File: config.mk
export PLATFORM = sky130hd
export DESIGN_NAME = ps2_key_decoder_flat
export DESIGN_NICKNAME = d
export VERILOG_FILES = /design/src/rtl/ps2_key_if.sv /design/src/rtl/ps2_key_decoder.sv /design/src/flat_wrapper.sv
export SDC_FILE = /design/constraint.sdc
export NUM_CORES = 1
export LEC_CHECK = 0
export BUFFER_PORTS_ARGS = -buffer_cell sky130_fd_sc_hd__buf_4
export CORE_UTILIZATION = 64
export DETAILED_ROUTE_END_ITERATION = 7
export PLACE_DENSITY = 0.84
export SKIP_CTS_REPAIR_TIMING = 1
export SLEW_MARGIN = 20
export SYNTH_ARGS = -nofsm -noshare
export SYNTH_HDL_FRONTEND = slang
export SYNTH_SLANG_ARGS = --single-unit
File: constraint.sdc
create_clock -name clk -period 5.3 [get_ports clk]
set_clock_uncertainty 0.05 [all_clocks]
set_input_delay 1.59 -clock clk [delete_from_list [all_inputs] [get_ports clk]]
set_output_delay 1.59 -clock clk [all_outputs]
set_load 0.02 [all_outputs]
File: src/rtl/ps2_key_if.sv
// ps2_key_if -- bundles the PS/2 pins, the decoded player controls and the
// receiver status of ps2_key_decoder.
//   master : the decoder (samples the pins, drives controls and status)
//   slave  : the environment (drives the pins, consumes controls and status)
interface ps2_key_if;
   logic       ps2_clk;
   logic       ps2_data;
   logic       p1_move_left;
   logic       p1_move_right;
   logic       p1_jump;
   logic       p1_smash;
   logic       p2_move_left;
   logic       p2_move_right;
   logic       p2_jump;
   logic       p2_smash;
   logic [7:0] rx_byte;
   logic       rx_valid;
   logic       frame_err;

   modport master (
      input  ps2_clk, ps2_data,
      output p1_move_left, p1_move_right, p1_jump, p1_smash,
      output p2_move_left, p2_move_right, p2_jump, p2_smash,
      output rx_byte, rx_valid, frame_err
   );

   modport slave (
      output ps2_clk, ps2_data,
      input  p1_move_left, p1_move_right, p1_jump, p1_smash,
      input  p2_move_left, p2_move_right, p2_jump, p2_smash,
      input  rx_byte, rx_valid, frame_err
   );
endinterface

File: src/rtl/ps2_key_decoder.sv
// ps2_key_decoder -- receive-only PS/2 keyboard front end for the game.
// Conditions the raw ps2_clk/ps2_data pins, assembles 11-bit frames, decodes
// make/break scan codes (with the E0 extended prefix) and holds eight player
// control levels for the physics block.
// Optional build macro: PS2_PARITY_CHECK_EN -- when defined, frames whose
// data+parity bits are not odd are dropped as errors; otherwise the parity
// bit is received and ignored.
module ps2_key_decoder #(
   parameter int FILTER_LEN  = 8,
   parameter int TIMEOUT_CYC = 100000,
   parameter int TO_W        = 17
) (
   input  logic      clk,
   input  logic      rst_n,
   ps2_key_if.master bus
);

   localparam int FC_W = $clog2(FILTER_LEN + 1);

   typedef enum logic [1:0] {
      ST_IDLE = 2'd0,
      ST_E0   = 2'd1,
      ST_F0   = 2'd2,
      ST_E0F0 = 2'd3
   } dec_state_e;

   // Key vector layout: [3:0] player 1 left/right/jump/smash,
   //                    [7:4] player 2 left/right/jump/smash.
   localparam logic [2:0] K_P1_LEFT  = 3'd0;
   localparam logic [2:0] K_P1_RIGHT = 3'd1;
   localparam logic [2:0] K_P1_JUMP  = 3'd2;
   localparam logic [2:0] K_P1_SMASH = 3'd3;
   localparam logic [2:0] K_P2_LEFT  = 3'd4;
   localparam logic [2:0] K_P2_RIGHT = 3'd5;
   localparam logic [2:0] K_P2_JUMP  = 3'd6;
   localparam logic [2:0] K_P2_SMASH = 3'd7;

   // Odd parity holds when the XOR over data plus parity bit is 1.
   function automatic logic odd_parity_ok(input logic [8:0] bits);
      return ^bits;
   endfunction

   // Maps a scan code in the base or extended namespace to {hit, key index}.
   function automatic logic [3:0] map_code(input logic ext, input logic [7:0] code);
      logic [3:0] r;
      r = 4'd0;
      if (ext) begin
         case (code)
            8'h6B:   r = {1'b1, K_P2_LEFT};
            8'h74:   r = {1'b1, K_P2_RIGHT};
            8'h75:   r = {1'b1, K_P2_JUMP};
            8'h72:   r = {1'b1, K_P2_SMASH};
            default: r = 4'd0;
         endcase
      end else begin
         case (code)
            8'h1C:   r = {1'b1, K_P1_LEFT};
            8'h23:   r = {1'b1, K_P1_RIGHT};
            8'h1D:   r = {1'b1, K_P1_JUMP};
            8'h1B:   r = {1'b1, K_P1_SMASH};
            default: r = 4'd0;
         endcase
      end
      return r;
   endfunction

   // Keyboard status/ack bytes that carry no key meaning between codes.
   function automatic logic is_filler(input logic [7:0] code);
      logic r;
      case (code)
         8'hAA, 8'hFA, 8'hEE, 8'h00: r = 1'b1;
         default:                    r = 1'b0;
      endcase
      return r;
   endfunction

   // ---------------- state ----------------
   logic             clk_meta_q, clk_sync_q;
   logic             data_meta_q, data_sync_q;
   logic             filt_q, filt_d;
   logic [FC_W-1:0]  fcnt_q, fcnt_d;
   logic             fall_s;

   logic [3:0]       bit_cnt_q, bit_cnt_d;
   logic [8:0]       shift_q, shift_d;
   logic             start_bad_q, start_bad_d;
   logic [TO_W-1:0]  to_cnt_q, to_cnt_d;
   logic [7:0]       rx_byte_q, rx_byte_d;
   logic             rx_valid_q, rx_valid_d;
   logic             frame_err_q, frame_err_d;
   logic             parity_ok_s;
   logic             good_s;

   dec_state_e       state_q, state_d;
   logic [7:0]       keys_q, keys_d;
   logic             ext_s;
   logic [3:0]       slot_s;

`ifdef PS2_PARITY_CHECK_EN
   assign parity_ok_s = odd_parity_ok(shift_q);
`else
   assign parity_ok_s = 1'b1;
`endif

   // Two-flop synchronisers for both raw pins; idle bus level is high.
   always_ff @(posedge clk or negedge rst_n) begin
      if (!rst_n) begin
         clk_meta_q  <= 1'b1;
         clk_sync_q  <= 1'b1;
         data_meta_q <= 1'b1;
         data_sync_q <= 1'b1;
      end else begin
         clk_meta_q  <= bus.ps2_clk;
         clk_sync_q  <= clk_meta_q;
         data_meta_q <= bus.ps2_data;
         data_sync_q <= data_meta_q;
      end
   end

   // Glitch filter: the accepted clock level flips only after FILTER_LEN
   // consecutive synchronised samples disagree with it.
   always_comb begin
      filt_d = filt_q;
      fcnt_d = fcnt_q;
      if (clk_sync_q != filt_q) begin
         if (fcnt_q == FC_W'(FILTER_LEN - 1)) begin
            filt_d = clk_sync_q;
            fcnt_d = '0;
         end else begin
            fcnt_d = fcnt_q + FC_W'(1);
         end
      end else begin
         fcnt_d = '0;
      end
      fall_s = filt_q & ~filt_d;
   end

   // Frame receiver: start, 8 data LSB first, parity, stop; plus the
   // mid-frame inactivity timeout.
   always_comb begin
      bit_cnt_d   = bit_cnt_q;
      shift_d     = shift_q;
      start_bad_d = start_bad_q;
      to_cnt_d    = to_cnt_q;
      rx_byte_d   = rx_byte_q;
      rx_valid_d  = 1'b0;
      frame_err_d = 1'b0;
      good_s      = 1'b0;
      if (fall_s) begin
         to_cnt_d = '0;
         case (bit_cnt_q)
            4'd0: begin
               start_bad_d = data_sync_q;
               bit_cnt_d   = 4'd1;
            end
            4'd1, 4'd2, 4'd3, 4'd4, 4'd5, 4'd6, 4'd7, 4'd8, 4'd9: begin
               shift_d   = {data_sync_q, shift_q[8:1]};
               bit_cnt_d = bit_cnt_q + 4'd1;
            end
            4'd10: begin
               good_s    = ~start_bad_q & data_sync_q & parity_ok_s;
               bit_cnt_d = 4'd0;
               if (good_s) begin
                  rx_byte_d  = shift_q[7:0];
                  rx_valid_d = 1'b1;
               end else begin
                  frame_err_d = 1'b1;
               end
            end
            default: begin
               // Unreachable count: drop whatever was in flight.
               bit_cnt_d   = 4'd0;
               frame_err_d = 1'b1;
            end
         endcase
      end else if (bit_cnt_q != 4'd0) begin
         if (to_cnt_q == TO_W'(TIMEOUT_CYC - 1)) begin
            bit_cnt_d   = 4'd0;
            to_cnt_d    = '0;
            frame_err_d = 1'b1;
         end else begin
            to_cnt_d = to_cnt_q + TO_W'(1);
         end
      end else begin
         to_cnt_d = '0;
      end
   end

   // Scan-code decoder: tracks E0/F0 prefixes and sets/clears key levels.
   always_comb begin
      state_d = state_q;
      keys_d  = keys_q;
      ext_s   = (state_q == ST_E0) || (state_q == ST_E0F0);
      slot_s  = map_code(ext_s, rx_byte_q);
      if (rx_valid_q) begin
         case (state_q)
            ST_IDLE: begin
               if (rx_byte_q == 8'hE0) begin
                  state_d = ST_E0;
               end else if (rx_byte_q == 8'hF0) begin
                  state_d = ST_F0;
               end else if (is_filler(rx_byte_q)) begin
                  state_d = ST_IDLE;
               end else if (slot_s[3]) begin
                  keys_d[slot_s[2:0]] = 1'b1;
               end else begin
                  state_d = ST_IDLE;
               end
            end
            ST_E0: begin
               if (rx_byte_q == 8'hF0) begin
                  state_d = ST_E0F0;
               end else begin
                  state_d = ST_IDLE;
                  if (slot_s[3]) begin
                     keys_d[slot_s[2:0]] = 1'b1;
                  end else begin
                     keys_d = keys_q;
                  end
               end
            end
            ST_F0, ST_E0F0: begin
               state_d = ST_IDLE;
               if (slot_s[3]) begin
                  keys_d[slot_s[2:0]] = 1'b0;
               end else begin
                  keys_d = keys_q;
               end
            end
            default: begin
               state_d = ST_IDLE;
            end
         endcase
      end else begin
         state_d = state_q;
      end
   end

   // State registers for filter, receiver, decoder and the registered outputs.
   always_ff @(posedge clk or negedge rst_n) begin
      if (!rst_n) begin
         filt_q      <= 1'b1;
         fcnt_q      <= '0;
         bit_cnt_q   <= 4'd0;
         shift_q     <= 9'd0;
         start_bad_q <= 1'b0;
         to_cnt_q    <= '0;
         rx_byte_q   <= 8'd0;
         rx_valid_q  <= 1'b0;
         frame_err_q <= 1'b0;
         state_q     <= ST_IDLE;
         keys_q      <= 8'd0;
      end else begin
         filt_q      <= filt_d;
         fcnt_q      <= fcnt_d;
         bit_cnt_q   <= bit_cnt_d;
         shift_q     <= shift_d;
         start_bad_q <= start_bad_d;
         to_cnt_q    <= to_cnt_d;
         rx_byte_q   <= rx_byte_d;
         rx_valid_q  <= rx_valid_d;
         frame_err_q <= frame_err_d;
         state_q     <= state_d;
         keys_q      <= keys_d;
      end
   end

   assign bus.p1_move_left  = keys_q[K_P1_LEFT];
   assign bus.p1_move_right = keys_q[K_P1_RIGHT];
   assign bus.p1_jump       = keys_q[K_P1_JUMP];
   assign bus.p1_smash      = keys_q[K_P1_SMASH];
   assign bus.p2_move_left  = keys_q[K_P2_LEFT];
   assign bus.p2_move_right = keys_q[K_P2_RIGHT];
   assign bus.p2_jump       = keys_q[K_P2_JUMP];
   assign bus.p2_smash      = keys_q[K_P2_SMASH];
   assign bus.rx_byte       = rx_byte_q;
   assign bus.rx_valid      = rx_valid_q;
   assign bus.frame_err     = frame_err_q;

endmodule

File: src/flat_wrapper.sv
// flat-port wrapper written by rule: the top's interface ports become plain ports
module ps2_key_decoder_flat 
#(
   parameter int FILTER_LEN  = 8,
   parameter int TIMEOUT_CYC = 100000,
   parameter int TO_W        = 17
)
  (clk, rst_n, bus_ps2_clk, bus_ps2_data, bus_p1_move_left, bus_p1_move_right, bus_p1_jump, bus_p1_smash, bus_p2_move_left, bus_p2_move_right, bus_p2_jump, bus_p2_smash, bus_rx_byte, bus_rx_valid, bus_frame_err);
  ps2_key_if bus_i ();
  input  logic clk;
  input  logic rst_n;
  input wire logic [$bits(bus_i.ps2_clk)-1:0] bus_ps2_clk;
  input wire logic [$bits(bus_i.ps2_data)-1:0] bus_ps2_data;
  output wire logic [$bits(bus_i.p1_move_left)-1:0] bus_p1_move_left;
  output wire logic [$bits(bus_i.p1_move_right)-1:0] bus_p1_move_right;
  output wire logic [$bits(bus_i.p1_jump)-1:0] bus_p1_jump;
  output wire logic [$bits(bus_i.p1_smash)-1:0] bus_p1_smash;
  output wire logic [$bits(bus_i.p2_move_left)-1:0] bus_p2_move_left;
  output wire logic [$bits(bus_i.p2_move_right)-1:0] bus_p2_move_right;
  output wire logic [$bits(bus_i.p2_jump)-1:0] bus_p2_jump;
  output wire logic [$bits(bus_i.p2_smash)-1:0] bus_p2_smash;
  output wire logic [$bits(bus_i.rx_byte)-1:0] bus_rx_byte;
  output wire logic [$bits(bus_i.rx_valid)-1:0] bus_rx_valid;
  output wire logic [$bits(bus_i.frame_err)-1:0] bus_frame_err;
  assign bus_i.ps2_clk = bus_ps2_clk;
  assign bus_i.ps2_data = bus_ps2_data;
  assign bus_p1_move_left = bus_i.p1_move_left;
  assign bus_p1_move_right = bus_i.p1_move_right;
  assign bus_p1_jump = bus_i.p1_jump;
  assign bus_p1_smash = bus_i.p1_smash;
  assign bus_p2_move_left = bus_i.p2_move_left;
  assign bus_p2_move_right = bus_i.p2_move_right;
  assign bus_p2_jump = bus_i.p2_jump;
  assign bus_p2_smash = bus_i.p2_smash;
  assign bus_rx_byte = bus_i.rx_byte;
  assign bus_rx_valid = bus_i.rx_valid;
  assign bus_frame_err = bus_i.frame_err;
  ps2_key_decoder #(.FILTER_LEN(FILTER_LEN), .TIMEOUT_CYC(TIMEOUT_CYC), .TO_W(TO_W)) u_core (.clk(clk), .rst_n(rst_n), .bus(bus_i));
endmodule
======== After elaboration in Yosys (flattened, before gate mapping) ========
Cells that the tools add are included.
word-level totals
  bits in registers ....................... 60
  input port bits ......................... 4
  word-level logic and storage cells ...... 122
cells by class
  $add $sub $neg .......................... 3
  magnitude comparators ................... 2
  reductions and logical operators ........ 18
  equal/unequal tests ..................... 35
  mux-type cells .......................... 42
  bitwise operators ....................... 7
operators with widths
  cell                                           number
  two-way mux 17 bit                             3
  two-way mux 8 bit                              6
  == test 8 bit, second input constant           5
  == test 8 x 7 -> 1 bit, second input constant  4
  case mux 4 bit (4 select lines)                2
  == test 8 x 5 -> 1 bit, second input constant  3
  two-way mux 4 bit                              6
  case mux 8 bit (3 select lines)                1
  == test 4 x 3 -> 1 bit, second input constant  5
  adder 17 x 1 -> 17 bit, second input constant  1
  == test 17 bit, second input constant          1
  two-way mux 1 bit                              15
  == test 4 bit, second input constant           3
  two-way mux 2 bit                              5
  OR reduction 10 bit                            1
  OR reduction 9 bit                             1
  adder 4 x 1 -> 4 bit, second input constant    2
  bitwise AND 8 bit                              1
  == test 4 x 2 -> 1 bit, second input constant  2
  == test 8 x 6 -> 1 bit, second input constant  1
  logical NOT 8 bit                              1
  inequality test 2 bit, second input constant   4
  NOT 8 bit                                      1
  bitwise OR 8 bit                               1
  25 further kinds                               32

======== Longest topological paths before layout ========
  depth after elaboration ................. 13
  gate-level depth with buffers ........... 8
  mapped depth without buffers ............ 7

======== Worst setup path before layout ========
No wires, ideal clock.
  path kind ............................... reg2out
  start ................................... register u_core.rx_valid_q (netlist: u_core.bus.rx_valid)
  end ..................................... output bus_rx_valid
  cell stages (with the launch flop) ...... 1
  arrival time ............................ 0.503 ns
  buffers on the path ..................... 0
  slack ................................... 3.157 ns
  cell sequence ........................... dfrtp_1
RTL lines
  what                    RTL line                RTL
  start, declared         ps2_key_decoder.sv:89   logic rx_valid_q, rx_valid_d;
  start signal, assigned  ps2_key_decoder.sv:261  rx_valid_q <= rx_valid_d;
  end, declared           flat_wrapper.sv:23      output wire logic [$bits(bus_i.rx_valid)-1:0] bus_rx_valid;
No word-level cell between the ends.

======== Final worst setup path ========
  start ................................... register u_core.rx_byte_q[4] (netlist: u_core.bus.rx_byte[4])
  end ..................................... output bus_rx_byte[4]
RTL lines
  what                    RTL line                RTL
  start, declared         ps2_key_decoder.sv:88   logic [7:0] rx_byte_q, rx_byte_d;
  start signal, assigned  ps2_key_decoder.sv:260  rx_byte_q <= rx_byte_d;
  end, declared           flat_wrapper.sv:22      output wire logic [$bits(bus_i.rx_byte)-1:0] bus_rx_byte;
No word-level cell between the ends.

==> run metrics <==
outcome finished, final reports clean; Worst Setup SP u_core.bus.rx_byte[4]$_DFFE_PN0P_; CORE AREA 0.00412 mm2; worst r2r dst u_core.bus.rx_byte[4]$_DFFE_PN0P_; share of the cycle needed by the critical path after routing 0.513; routed wire length 5040 um; Max Cap Viol 0; antenna violations before repair 0; Antenna Nets Post-Route 0; horizontal die dimension 68.6 um; final critical-path setup slack 2.58 ns; switching power 207 uW; Post-synth EDFFs 0; Die Outline Area 0.00471 mm2; clk buf depth 2; instance count of the mapped netlist 250; clock-pin slew reported for the worst setup and hold paths after clock tree synthesis 0.06 ns; most used cells in the layout excluding fill and tap cells sky130_fd_sc_hd__dfrtp_1, sky130_fd_sc_hd__nor2_1, sky130_fd_sc_hd__buf_4, sky130_fd_sc_hd__nand2_1, sky130_fd_sc_hd__mux2_2; Logic pwr share 0.047; dominant synthesized flop cell sky130_fd_sc_hd__dfrtp_1; clock insertion delay at the later pin of the skew report between 0.3 and 0.4 ns; CTS Root Cell sky130_fd_sc_hd__clkbuf_8; placed cells 317; end of the critical path bus_rx_byte[4]; post-synthesis to final-layout area growth 13.0%; commonest non-fill, non-tap cell in the layout sky130_fd_sc_hd__dfrtp_1; diodes inserted 0; final number of hold-violating endpoints 0; Slew Limit Fails 0; power share of the clock group 0.397; WP data arrival 1.08 ns; cell with the largest stage delay on the worst path sky130_fd_sc_hd__dfrtp_1; number of fill cells 265; Final min period 2.72 ns; slack of the worst reg-to-reg path roughly 3.0 ns; global-route usage over all layers 0.246; worst hold-check path type reg -> reg; kind of start point of the critical path register; pre-CTS setup slack 2.87 ns; height of the chip approximately 69 um; number of I/O pins 22; largest stage delay on the critical path 0.53 ns; Final GP Congestion 0.967; number of standard cells in the final layout excluding fillers 333; placed wire-length estimate after detailed placement roughly 3400 um; nature of the critical path endpoint output pin; detailed-route wire length per cell 15.1 um; Synth warnings 0; nets 289; async set or reset register ratio after synthesis 1.00; count of distinct cell types in the synthesized netlist 49; Final Cell Area between 0.003 and 0.004 mm2; placed cell areas 0.00303 mm2; number of global-route vias before repair 1822; worst hold stages 0; setup tns final 0 ns; maximum number of pins on one net before global-route repair 61; crit-path max FO 11; Pint 672 uW; flop and latch count out of synthesis 60; sequential share of the synthesized area 0.531; Slew Limit Headroom 0.519; actual transition at the worst max-transition pin 0.722 ns; wire length of the first global-routing pass ~8000 um; aggregate global routing overflow 0; starting density of the core 0.690; CTS tree built; overall power after layout 879 uW; sum of buffers and inverters on the critical path 1; CP required about 3.7 ns; count of H-tree levels built during CTS 3; share of final-layout standard cells stronger than drive strength 1 0.237; instance count on the critical path 1; fraction of power spent switching nets 0.236; sequential share of power 0.556; cell family with the largest share of critical-path delay flip-flops; vias per cell 5.84; mean cell area of the mapped netlist 11.4 um2; Post-route DRC 0; synthesized netlist net count roughly 260; total power per unit cell area 274 mW/mm2; first drt pass iteration count 4; cells traversed along the worst timing path buf_4; input/output buffers 21; post-synthesis instance area approximately 0.0028 mm2; TritonCTS buffer count 9; Placement Rows 23; number of sinks handled by clock tree synthesis 60; total number of vias between 1500 and 2000; maximum vdd ir drop about 260 uV; Reg2Reg Launch Point u_core.fcnt_q[0]$_DFF_PN0_; Final setup viols 0; violation count after the first detailed-route iteration 145; cells on worst reg2reg path 7; type of the worst setup path reg -> out; upper clock frequency limit 368 MHz; LEAKAGE 0.00144 uW; RSZ-0062 raised after global routing false
-- cell type report --
type                            count  area [um2]  area share
Sequential cell                    60        1510       0.470
Tap cell                           50        62.6      0.0195
Inverter                           10        37.5      0.0117
Timing Repair Buffer               22         165      0.0515
Clock buffer                       11         141      0.0441
Multi-Input combinational cell    175        1260       0.394
Clock inverter                      5        27.5     0.00858
-- layer usage --
metal / vias up / track usage / wire length (um)
li1: 945 / - / -
met1: 956 / 0.287 / 2280
met2: 35 / 0.402 / 2450
met3: 10 / 0.0625 / 175
met4: 0 / 0.159 / 131
met5: - / 0 / 0
-- worst min-delay path by stage --
stage,start,slack (ns),to
3_5_place_dp,u_core.data_meta_q$_DFF_PN1_,0.30,u_core.data_sync_q$_DFF_PN1_
5_1_grt,u_core.clk_meta_q$_DFF_PN1_,0.32,u_core.clk_sync_q$_DFF_PN1_
3_3_place_gp,u_core.clk_meta_q$_DFF_PN1_,0.30,u_core.clk_sync_q$_DFF_PN1_
6_report,u_core.data_meta_q$_DFF_PN1_,0.31,u_core.data_sync_q$_DFF_PN1_
4_1_cts,u_core.data_meta_q$_DFF_PN1_,0.31,u_core.data_sync_q$_DFF_PN1_
2_1_floorplan,u_core.clk_meta_q$_DFF_PN1_,0.30,u_core.clk_sync_q$_DFF_PN1_
-- per-stage QoR --
stage / utilization / hold slack, ns
3_5_place_dp: 0.736 / 0.297
2_1_floorplan: - / 0.295
5_1_grt: 0.779 / 0.315
3_3_place_gp: 0.736 / 0.295
6_report: 0.779 / 0.306
4_1_cts: 0.777 / 0.307
-- synthesized netlist by cell type, types with 2 or more instances --
master	instances	share of area
sky130_fd_sc_hd__nor3b_1	4	0.011
sky130_fd_sc_hd__o31ai_1	5	0.013
sky130_fd_sc_hd__dfrtp_1	55	0.48
sky130_fd_sc_hd__xnor2_1	7	0.022
sky130_fd_sc_hd__a31oi_1	2	0.0044
sky130_fd_sc_hd__nand2b_1	2	0.0044
sky130_fd_sc_hd__and3b_1	2	0.0062
sky130_fd_sc_hd__and4_1	2	0.0062
sky130_fd_sc_hd__nand3_1	9	0.016
sky130_fd_sc_hd__and3_1	2	0.0044
sky130_fd_sc_hd__nor2b_1	6	0.013
sky130_fd_sc_hd__nor2_1	24	0.032
sky130_fd_sc_hd__ha_1	7	0.031
sky130_fd_sc_hd__buf_2	2	0.0035
sky130_fd_sc_hd__dfstp_2	5	0.046
sky130_fd_sc_hd__o21ai_0	8	0.014
sky130_fd_sc_hd__nand4_1	5	0.011
sky130_fd_sc_hd__inv_1	10	0.013
sky130_fd_sc_hd__or2_2	2	0.0044
sky130_fd_sc_hd__nor4bb_1	2	0.0071
sky130_fd_sc_hd__mux2i_1	3	0.011
sky130_fd_sc_hd__xor2_1	10	0.031
sky130_fd_sc_hd__nand4b_1	2	0.0062
sky130_fd_sc_hd__mux2_2	17	0.067
sky130_fd_sc_hd__a21oi_1	7	0.012
sky130_fd_sc_hd__nand3b_1	2	0.0053
sky130_fd_sc_hd__o41ai_1	3	0.0093
sky130_fd_sc_hd__nor4b_1	2	0.0062
sky130_fd_sc_hd__nand2_1	17	0.022
sky130_fd_sc_hd__or3_1	2	0.0044
sky130_fd_sc_hd__o21ai_1	2	0.0035
sky130_fd_sc_hd__nor3_1	5	0.0088
-- power by group through the flow --
stage / registers, uW / clock network, uW / logic (uW)
floorplan: 494 / 0 / 26.8
global placement: 496 / 0 / 41.4
detailed placement: 497 / 0 / 42.0
CTS: 489 / 357 / 42.3
global route: 490 / 374 / 48.3
finish: 489 / 349 / 41.3
-- cells by family (layout without fill, tap and decap cells) --
kind of cell             after synthesis  in the layout  share of synthesized area
AO/OA/AOI/OAI                         34             34                     0.0864
flip-flops                            60             60                      0.531
XOR/XNOR                              17             17                     0.0524
AND/OR/NAND/NOR                       96             96                      0.190
buffers and inverters                 15             48                     0.0269
adder cells (fa/ha/maj)                7              7                     0.0308
multiplexers                          21             21                     0.0820
Power figures use the tool's default switching activity.
